--- src/rtl/dmem_lsu_bridge_pkg.sv ---
// rtl/dmem_lsu_bridge_pkg.sv - shared types and lane helpers for the data-memory load/store bridge
package dmem_pkg;

  typedef enum logic [1:0] {SZ_B = 2'd0, SZ_H = 2'd1, SZ_W = 2'd2, SZ_X = 2'd3} size_e;
  typedef enum logic [1:0] {EMPTY = 2'd0, RESP = 2'd1, HOLD = 2'd2} state_e;

  function automatic logic [3:0] byteena_f(input size_e size, input logic [1:0] off);
    case (size)
      SZ_B:    byteena_f = 4'b0001 << off;
      SZ_H:    byteena_f = 4'b0011 << off;
      default: byteena_f = 4'b1111;
    endcase
  endfunction

  // Replicate narrow store data across all lanes so byteena alone selects the target bytes.
  function automatic logic [31:0] repl_f(input size_e size, input logic [31:0] wdata);
    case (size)
      SZ_B:    repl_f = {4{wdata[7:0]}};
      SZ_H:    repl_f = {2{wdata[15:0]}};
      default: repl_f = wdata;
    endcase
  endfunction

endpackage

--- src/rtl/dmem_lsu_bridge_if.sv ---
// rtl/dmem_lsu_bridge_if.sv - core request/response channel and SRAM port interfaces
interface dmem_core_if import dmem_pkg::*; #(parameter int ADDR_W = 12);
  logic              req_valid;
  logic              req_ready;
  logic [ADDR_W+1:0] req_addr;
  logic              req_we;
  size_e             req_size;
  logic              req_unsigned;
  logic [31:0]       req_wdata;
  logic              rsp_valid;
  logic              rsp_ready;
  logic [31:0]       rsp_rdata;
  logic              rsp_err;

  modport master (
    output req_valid, req_addr, req_we, req_size, req_unsigned, req_wdata, rsp_ready,
    input  req_ready, rsp_valid, rsp_rdata, rsp_err
  );
  modport slave (
    input  req_valid, req_addr, req_we, req_size, req_unsigned, req_wdata, rsp_ready,
    output req_ready, rsp_valid, rsp_rdata, rsp_err
  );
endinterface

interface dmem_sram_if #(parameter int ADDR_W = 12);
  logic              mem_en;
  logic              mem_wren;
  logic [3:0]        mem_byteena;
  logic [ADDR_W-1:0] mem_addr;
  logic [31:0]       mem_wdata;
  logic [31:0]       mem_q;

  modport master (
    output mem_en, mem_wren, mem_byteena, mem_addr, mem_wdata,
    input  mem_q
  );
  modport slave (
    input  mem_en, mem_wren, mem_byteena, mem_addr, mem_wdata,
    output mem_q
  );
endinterface

--- src/rtl/dmem_lsu_bridge_load_align.sv ---
// rtl/dmem_lsu_bridge_load_align.sv - lane shift and sign/zero extension of SRAM read data
module dmem_load_align
  import dmem_pkg::*;
(
  input  logic [31:0] mem_q,
  input  logic [1:0]  off,
  input  size_e       size,
  input  logic        is_unsigned,
  output logic [31:0] rdata
);

  logic [31:0] shifted;

  always_comb begin
    shifted = mem_q >> {off, 3'b000};
    case (size)
      SZ_B:    rdata = {{24{~is_unsigned & shifted[7]}}, shifted[7:0]};
      SZ_H:    rdata = {{16{~is_unsigned & shifted[15]}}, shifted[15:0]};
      default: rdata = mem_q;
    endcase
  end

endmodule

--- src/rtl/dmem_lsu_bridge.sv ---
// rtl/dmem_lsu_bridge.sv - load/store adapter to SRAM port B; DMEM_ERR_EN enables alignment/size errors
module dmem_lsu_bridge
  import dmem_pkg::*;
#(
  parameter int ADDR_W = 12,
  parameter int DATA_W = 32
) (
  input  logic        clock,
  input  logic        reset_n,
  dmem_core_if.slave  core,
  dmem_sram_if.master sram
);

  if (DATA_W != 32) begin : g_data_w_check
    $error("dmem_lsu_bridge: DATA_W must be 32");
  end

  localparam logic [1:0] S_EMPTY = EMPTY;
  localparam logic [1:0] S_RESP  = RESP;
  localparam logic [1:0] S_HOLD  = HOLD;

  logic [1:0]  state, state_nxt;
  logic        req_ready, accept, req_err;
  logic [1:0]  off, eff_off;
  size_e       eff_size;
  size_e       r_size;
  logic [1:0]  r_off;
  logic        r_unsigned, r_we, r_err;
  logic [31:0] aligned, fmt_rdata, h_rdata;
  logic        fmt_err, h_err;

  always_comb begin
    off = core.req_addr[1:0];
`ifdef DMEM_ERR_EN
    eff_size = core.req_size;
    eff_off  = off;
    req_err  = (core.req_size == SZ_X) |
               ((core.req_size == SZ_H) & off[0]) |
               ((core.req_size == SZ_W) & (off != 2'd0));
`else
    eff_size = (core.req_size == SZ_X) ? SZ_W : core.req_size;
    eff_off  = (eff_size == SZ_W) ? 2'd0 : (eff_size == SZ_H) ? {off[1], 1'b0} : off;
    req_err  = 1'b0;
`endif
  end

  // Combinational ready lets a new access issue in the same cycle the previous response drains.
  assign req_ready      = (state == S_EMPTY) | core.rsp_ready;
  assign accept         = core.req_valid & req_ready;
  assign core.req_ready = req_ready;

  assign sram.mem_en      = accept & ~req_err;
  assign sram.mem_wren    = accept & ~req_err & core.req_we;
  assign sram.mem_byteena = byteena_f(eff_size, eff_off);
  assign sram.mem_addr    = core.req_addr[ADDR_W+1:2];
  assign sram.mem_wdata   = repl_f(eff_size, core.req_wdata);

  dmem_load_align u_load_align (
    .mem_q       (sram.mem_q),
    .off         (r_off),
    .size        (r_size),
    .is_unsigned (r_unsigned),
    .rdata       (aligned)
  );

  assign fmt_rdata = (r_we | r_err) ? 32'd0 : aligned;
  assign fmt_err   = r_err;

  assign core.rsp_valid = (state != S_EMPTY);
  assign core.rsp_rdata = (state == S_HOLD) ? h_rdata : (state == S_RESP) ? fmt_rdata : 32'd0;
  assign core.rsp_err   = (state == S_HOLD) ? h_err   : (state == S_RESP) & fmt_err;

  always_comb begin
    state_nxt = state;
    case (state)
      S_EMPTY: state_nxt = accept ? S_RESP : S_EMPTY;
      default: begin
        if (core.rsp_ready) state_nxt = accept ? S_RESP : S_EMPTY;
        else                state_nxt = S_HOLD;
      end
    endcase
  end

  always_ff @(posedge clock or negedge reset_n) begin
    if (!reset_n) begin
      state      <= S_EMPTY;
      r_size     <= SZ_B;
      r_off      <= 2'd0;
      r_unsigned <= 1'b0;
      r_we       <= 1'b0;
      r_err      <= 1'b0;
      h_rdata    <= 32'd0;
      h_err      <= 1'b0;
    end else begin
      state <= state_nxt;
      if (accept) begin
        r_size     <= eff_size;
        r_off      <= eff_off;
        r_unsigned <= core.req_unsigned;
        r_we       <= core.req_we;
        r_err      <= req_err;
      end
      // mem_q is only valid for one cycle, so a stalled response must be captured here.
      if ((state == S_RESP) && !core.rsp_ready) begin
        h_rdata <= fmt_rdata;
        h_err   <= fmt_err;
      end
    end
  end

endmodule

--- src/flat_wrapper.sv ---
// flat-port wrapper written by rule: the top's interface ports become plain ports
module dmem_lsu_bridge_flat import dmem_pkg::*;
#(
  parameter int ADDR_W = 12,
  parameter int DATA_W = 32
)
  (clock, reset_n, core_req_valid, core_req_addr, core_req_we, core_req_size, core_req_unsigned, core_req_wdata, core_rsp_ready, core_req_ready, core_rsp_valid, core_rsp_rdata, core_rsp_err, sram_mem_en, sram_mem_wren, sram_mem_byteena, sram_mem_addr, sram_mem_wdata, sram_mem_q);
  dmem_core_if #(.ADDR_W(ADDR_W)) core_i ();
  dmem_sram_if #(.ADDR_W(ADDR_W)) sram_i ();
  input  logic clock;
  input  logic reset_n;
  input wire logic [$bits(core_i.req_valid)-1:0] core_req_valid;
  input wire logic [$bits(core_i.req_addr)-1:0] core_req_addr;
  input wire logic [$bits(core_i.req_we)-1:0] core_req_we;
  input wire logic [$bits(core_i.req_size)-1:0] core_req_size;
  input wire logic [$bits(core_i.req_unsigned)-1:0] core_req_unsigned;
  input wire logic [$bits(core_i.req_wdata)-1:0] core_req_wdata;
  input wire logic [$bits(core_i.rsp_ready)-1:0] core_rsp_ready;
  output wire logic [$bits(core_i.req_ready)-1:0] core_req_ready;
  output wire logic [$bits(core_i.rsp_valid)-1:0] core_rsp_valid;
  output wire logic [$bits(core_i.rsp_rdata)-1:0] core_rsp_rdata;
  output wire logic [$bits(core_i.rsp_err)-1:0] core_rsp_err;
  output wire logic [$bits(sram_i.mem_en)-1:0] sram_mem_en;
  output wire logic [$bits(sram_i.mem_wren)-1:0] sram_mem_wren;
  output wire logic [$bits(sram_i.mem_byteena)-1:0] sram_mem_byteena;
  output wire logic [$bits(sram_i.mem_addr)-1:0] sram_mem_addr;
  output wire logic [$bits(sram_i.mem_wdata)-1:0] sram_mem_wdata;
  input wire logic [$bits(sram_i.mem_q)-1:0] sram_mem_q;
  assign core_i.req_valid = core_req_valid;
  assign core_i.req_addr = core_req_addr;
  assign core_i.req_we = core_req_we;
  assign core_i.req_size = core_req_size;
  assign core_i.req_unsigned = core_req_unsigned;
  assign core_i.req_wdata = core_req_wdata;
  assign core_i.rsp_ready = core_rsp_ready;
  assign core_req_ready = core_i.req_ready;
  assign core_rsp_valid = core_i.rsp_valid;
  assign core_rsp_rdata = core_i.rsp_rdata;
  assign core_rsp_err = core_i.rsp_err;
  assign sram_mem_en = sram_i.mem_en;
  assign sram_mem_wren = sram_i.mem_wren;
  assign sram_mem_byteena = sram_i.mem_byteena;
  assign sram_mem_addr = sram_i.mem_addr;
  assign sram_mem_wdata = sram_i.mem_wdata;
  assign sram_i.mem_q = sram_mem_q;
  dmem_lsu_bridge #(.ADDR_W(ADDR_W), .DATA_W(DATA_W)) u_core (.clock(clock), .reset_n(reset_n), .core(core_i), .sram(sram_i));
endmodule
--- config.mk ---
export PLATFORM = sky130hd
export DESIGN_NAME = dmem_lsu_bridge_flat
export DESIGN_NICKNAME = d
export VERILOG_FILES = /design/src/rtl/dmem_lsu_bridge_pkg.sv /design/src/rtl/dmem_lsu_bridge_if.sv /design/src/rtl/dmem_lsu_bridge_load_align.sv /design/src/rtl/dmem_lsu_bridge.sv /design/src/flat_wrapper.sv
export SDC_FILE = /design/constraint.sdc
export NUM_CORES = 1
export LEC_CHECK = 0
export BUFFER_PORTS_ARGS = -buffer_cell sky130_fd_sc_hd__buf_2
export CAP_MARGIN = 20
export CORE_ASPECT_RATIO = 1.5
export CORE_MARGIN = 10
export CORE_UTILIZATION = 45
export DETAILED_ROUTE_END_ITERATION = 8
export PLACE_DENSITY = 0.84
export SLEW_MARGIN = 20
export SYNTH_ARGS = -nofsm -noshare
export SYNTH_HDL_FRONTEND = slang
export SYNTH_SLANG_ARGS = --single-unit
--- constraint.sdc ---
create_clock -name clock -period 2.3 [get_ports clock]
set_clock_uncertainty 0.1 [all_clocks]
set_input_delay 0.46 -clock clock [delete_from_list [all_inputs] [get_ports clock]]
set_output_delay 0.46 -clock clock [all_outputs]
set_load 0.02 [all_outputs]
==> results by group <==
Run status
  • Run status: finished, violations left
  • Failing checks: setup timing

Place
  • Port bufs: 145
  • Dpl hpwl: roughly 9 mm
  • Placed cells: 554
  • Pre-CTS WS: -101 ps
  • Routability Congestion: 0.887

Pwr
  • Leakage: 2.12 nW
  • Maximum vdd drop: 0.250 mV
  • Pwr dens: 641 nW/um2

Die
  • Initial Util: 46.3%
  • FP Rows: 36
  • Die H: roughly 120 um
  • I/O pins: 171
  • DIE WIDTH: 86.7 um
  • Die area: 10400 um2
  • Core area: 6490 um2

Cells and area
  • Layout area overhead: 44.5%
  • Most frequent cells in the layout: buf_2 (123), nand2_1 (46), buf_4 (40)
  • Final Non-Filler Cells: 573
  • Ant diodes: 0
  • Commonest non-fill, non-tap cell in the layout: buf_2
  • Final-layout fill cell count: 485
  • Layout cells sized above 1: 50.9%
  • Fin nets: 582

Route
  • Routed WL: 11.6 mm
  • Vias/cell: about 5.9
  • DRT antenna net count: 0
  • DRC: 0
  • Average wire per standard cell: between 20 and 25 um
  • Routed wl met3: 1.15 mm
  • Met2 wire len: roughly 6 mm
  • Routed vias: 3395
  • Top routing layer in use: met4
  • Metal-1 WL: around 4 mm
  • Initial drt markers: 357
  • Pre-Repair DR Iteration Count: 5

Critical path
  • Reg2reg start: u_core.r_off[1]
  • Reg2Reg Depth: 4
  • Reg-to-reg endpoint: u_core.h_rdata[9]
  • CP Max Fanout: 7
  • CP Data Required Time: around 1700 ps
  • CP arrival: 1970 ps
  • WS Path Type: reg2out
  • Critical Path Start Type: flop
  • Worst R2R Setup Slack: between 400 and 500 ps
  • CP Capture Type: output pin

Clock tree
  • Worst-Skew Late Latency: 300 ps
  • CTS tree: yes
  • CTS buffer count: 5
  • Root buf cell: clkbuf_8
  • H-tree levels: 2
  • Sinks on Clock Net: 40
  • Clock Path Buffers: 2
  • Clock slew at reported path FFs: 80 ps

Hold path
  • Worst hold path type: in2reg
  • HP Start: core_req_unsigned
  • Endpoint, Worst Hold: u_core.r_unsigned
  • WHS Path Cells: 2

Synthesis
  • Syn Nets: about 440
  • Post-Syn Area: roughly 3000 um2
  • Post-synth EDFFs: 0
  • Ys async rst share: between 90% and 100%
  • Ys Warns: 0
  • Seq/Total Area, Yosys: 33.3%
  • FF+latch count, synth: 40
  • Unique masters post-synth: 42
  • Synthesized netlist cell count: 353
  • Post-Syn Area per Cell: 8.51 um2
  • Top_reg_cell synth: dfrtp_1

Global route
  • Overall Global Routing Usage: between 20% and 30%
  • Largest net degree at the start of global routing: 33
  • Total congestion overflow: 0
  • Vias in the first global route: 3605
  • Global-route wire length before repair: between 15 and 20 mm
  • Initial antenna violation count: 0

Timing
  • RSZ-0062 raised after global routing: yes
  • Period minus WS final: 2530 ps
  • Ratio of final minimum period to clock period: 110%
  • Final Setup Violations: 32
  • Max-slew violations: 0
  • Final worst slack: -233 ps
  • Achievable Freq: 395 MHz
  • Hold Vio Cnt, Final: 0

Job
  • Max Cap Viol: 0
[power by group]
group | switching, mW | internal [mW] | leakage (nW) | total (mW)
logic | 0.723 | 0.586 | 1.56 | 1.31
registers | 0.109 | 0.863 | 0.513 | 0.972
clock network | 0.256 | 0.244 | 0.0445 | 0.500
[per-stage QoR]
stage	total power [mW]	utilization, %	hold slack [ps]	TNS (ps)	area (um2)
after global routing	2.93	66.9	310	-8180	4340
after floorplan	1.67	-	64.4	0	3010
final	2.78	66.9	300	-6300	4340
after global placement	2.03	58.4	241	-301	3780
after detailed placement	2.07	58.4	248	-664	3780
after CTS	2.64	62.4	301	-4710	4050
[per-layer routing]
metal	vias to the layer above	GRT usage (%)
met2	220	35.4
met1	1598	19.7
met4	0	9.55
met3	51	9.21
li1	1526	-
met5	-	0
[registers in the layout, summed over array words and instances, names as in the netlist]
name and count:
u_core.h_rdata 32, u_core.r_off 2, u_core.r_size 2, u_core.state 2, u_core.r_unsigned 1, u_core.r_we 1
[worst max-delay path by stage]
| stage | slack, ps | startpoint | end | cells after the start |
|---|---|---|---|---|
| global route | -290 | u_core.r_off[1] | core_rsp_rdata[20] | 7 |
| CTS | -180 | u_core.r_off[1] | core_rsp_rdata[16] | 7 |
| finish | -230 | u_core.r_off[1] | core_rsp_rdata[22] | 7 |
| detailed placement | -100 | sram_mem_q[31] | core_rsp_rdata[9] | 6 |
| global placement | -50 | sram_mem_q[31] | core_rsp_rdata[9] | 6 |
| floorplan | 90 | u_core.r_off[0] | core_rsp_rdata[21] | 6 |
[synthesized netlist by cell type, types with 2 or more instances]
cell type | number | area share (%)
a21o_1 | 10 | 2.5
a21oi_1 | 16 | 2.7
a21oi_2 | 9 | 2.6
a22o_1 | 21 | 6.1
and3_1 | 2 | 0.42
buf_1 | 3 | 0.37
buf_2 | 8 | 1.3
buf_4 | 22 | 5.5
buf_6 | 2 | 0.75
clkbuf_1 | 12 | 1.5
dfrtp_1 | 40 | 33
inv_1 | 6 | 0.75
mux2_1 | 2 | 0.75
mux2_2 | 15 | 5.6
mux2i_1 | 18 | 6.0
nand2_1 | 46 | 5.7
nand3b_1 | 2 | 0.50
nor2_1 | 25 | 3.1
nor2b_1 | 2 | 0.42
o211ai_1 | 2 | 0.50
o21ai_0 | 24 | 4.0
o21ai_1 | 29 | 4.8
o21ai_2 | 2 | 0.58
o21bai_1 | 3 | 0.75
o221ai_1 | 7 | 2.0
o2bb2ai_1 | 7 | 2.0
o31ai_1 | 3 | 0.75
[kinds of logic (layout without fill, tap and decap cells)]
logic type	after synthesis	in the layout	share of synthesized area [%]
xor gates and xnor gates	1	1	0.291
DFF	40	40	33.3
AOI/OAI and AO/OA	134	134	29.9
and+or+nand+nor	86	86	12.8
muxes	36	36	13.1
other	1	1	0.125
buffers and inverters	55	199	10.4
[cell type report]
cell class                 instances  area, um2  area share, %
multi-input combinational        258       1920           44.2
timing repair buffer             183       1200           27.6
sequential                        40       1000           23.1
tap                               76       95.1           2.19
clock buffer                       7       86.3           1.99
inverter                           8       33.8          0.778
clock inverter                     1       7.51          0.173
[worst max-delay path, cell delays in order, from the launching register on]
cell and delay, ps:
dfrtp_2 460, buf_4 160, mux2i_4 250, o32ai_4 130
o21ai_4 230, clkbuf_16 210, o21ai_1 70, buf_4 160
[timing repair]
item,CTS,global route
buffers inserted,3,6
setup endpoints to repair,32,32
resized for setup,45,46
gates cloned,0,1
pin swaps,2,6
hold buffers,1,0
endpoints found under the hold margin,9,0
No activity file was read; power rests on OpenSTA's default activity.
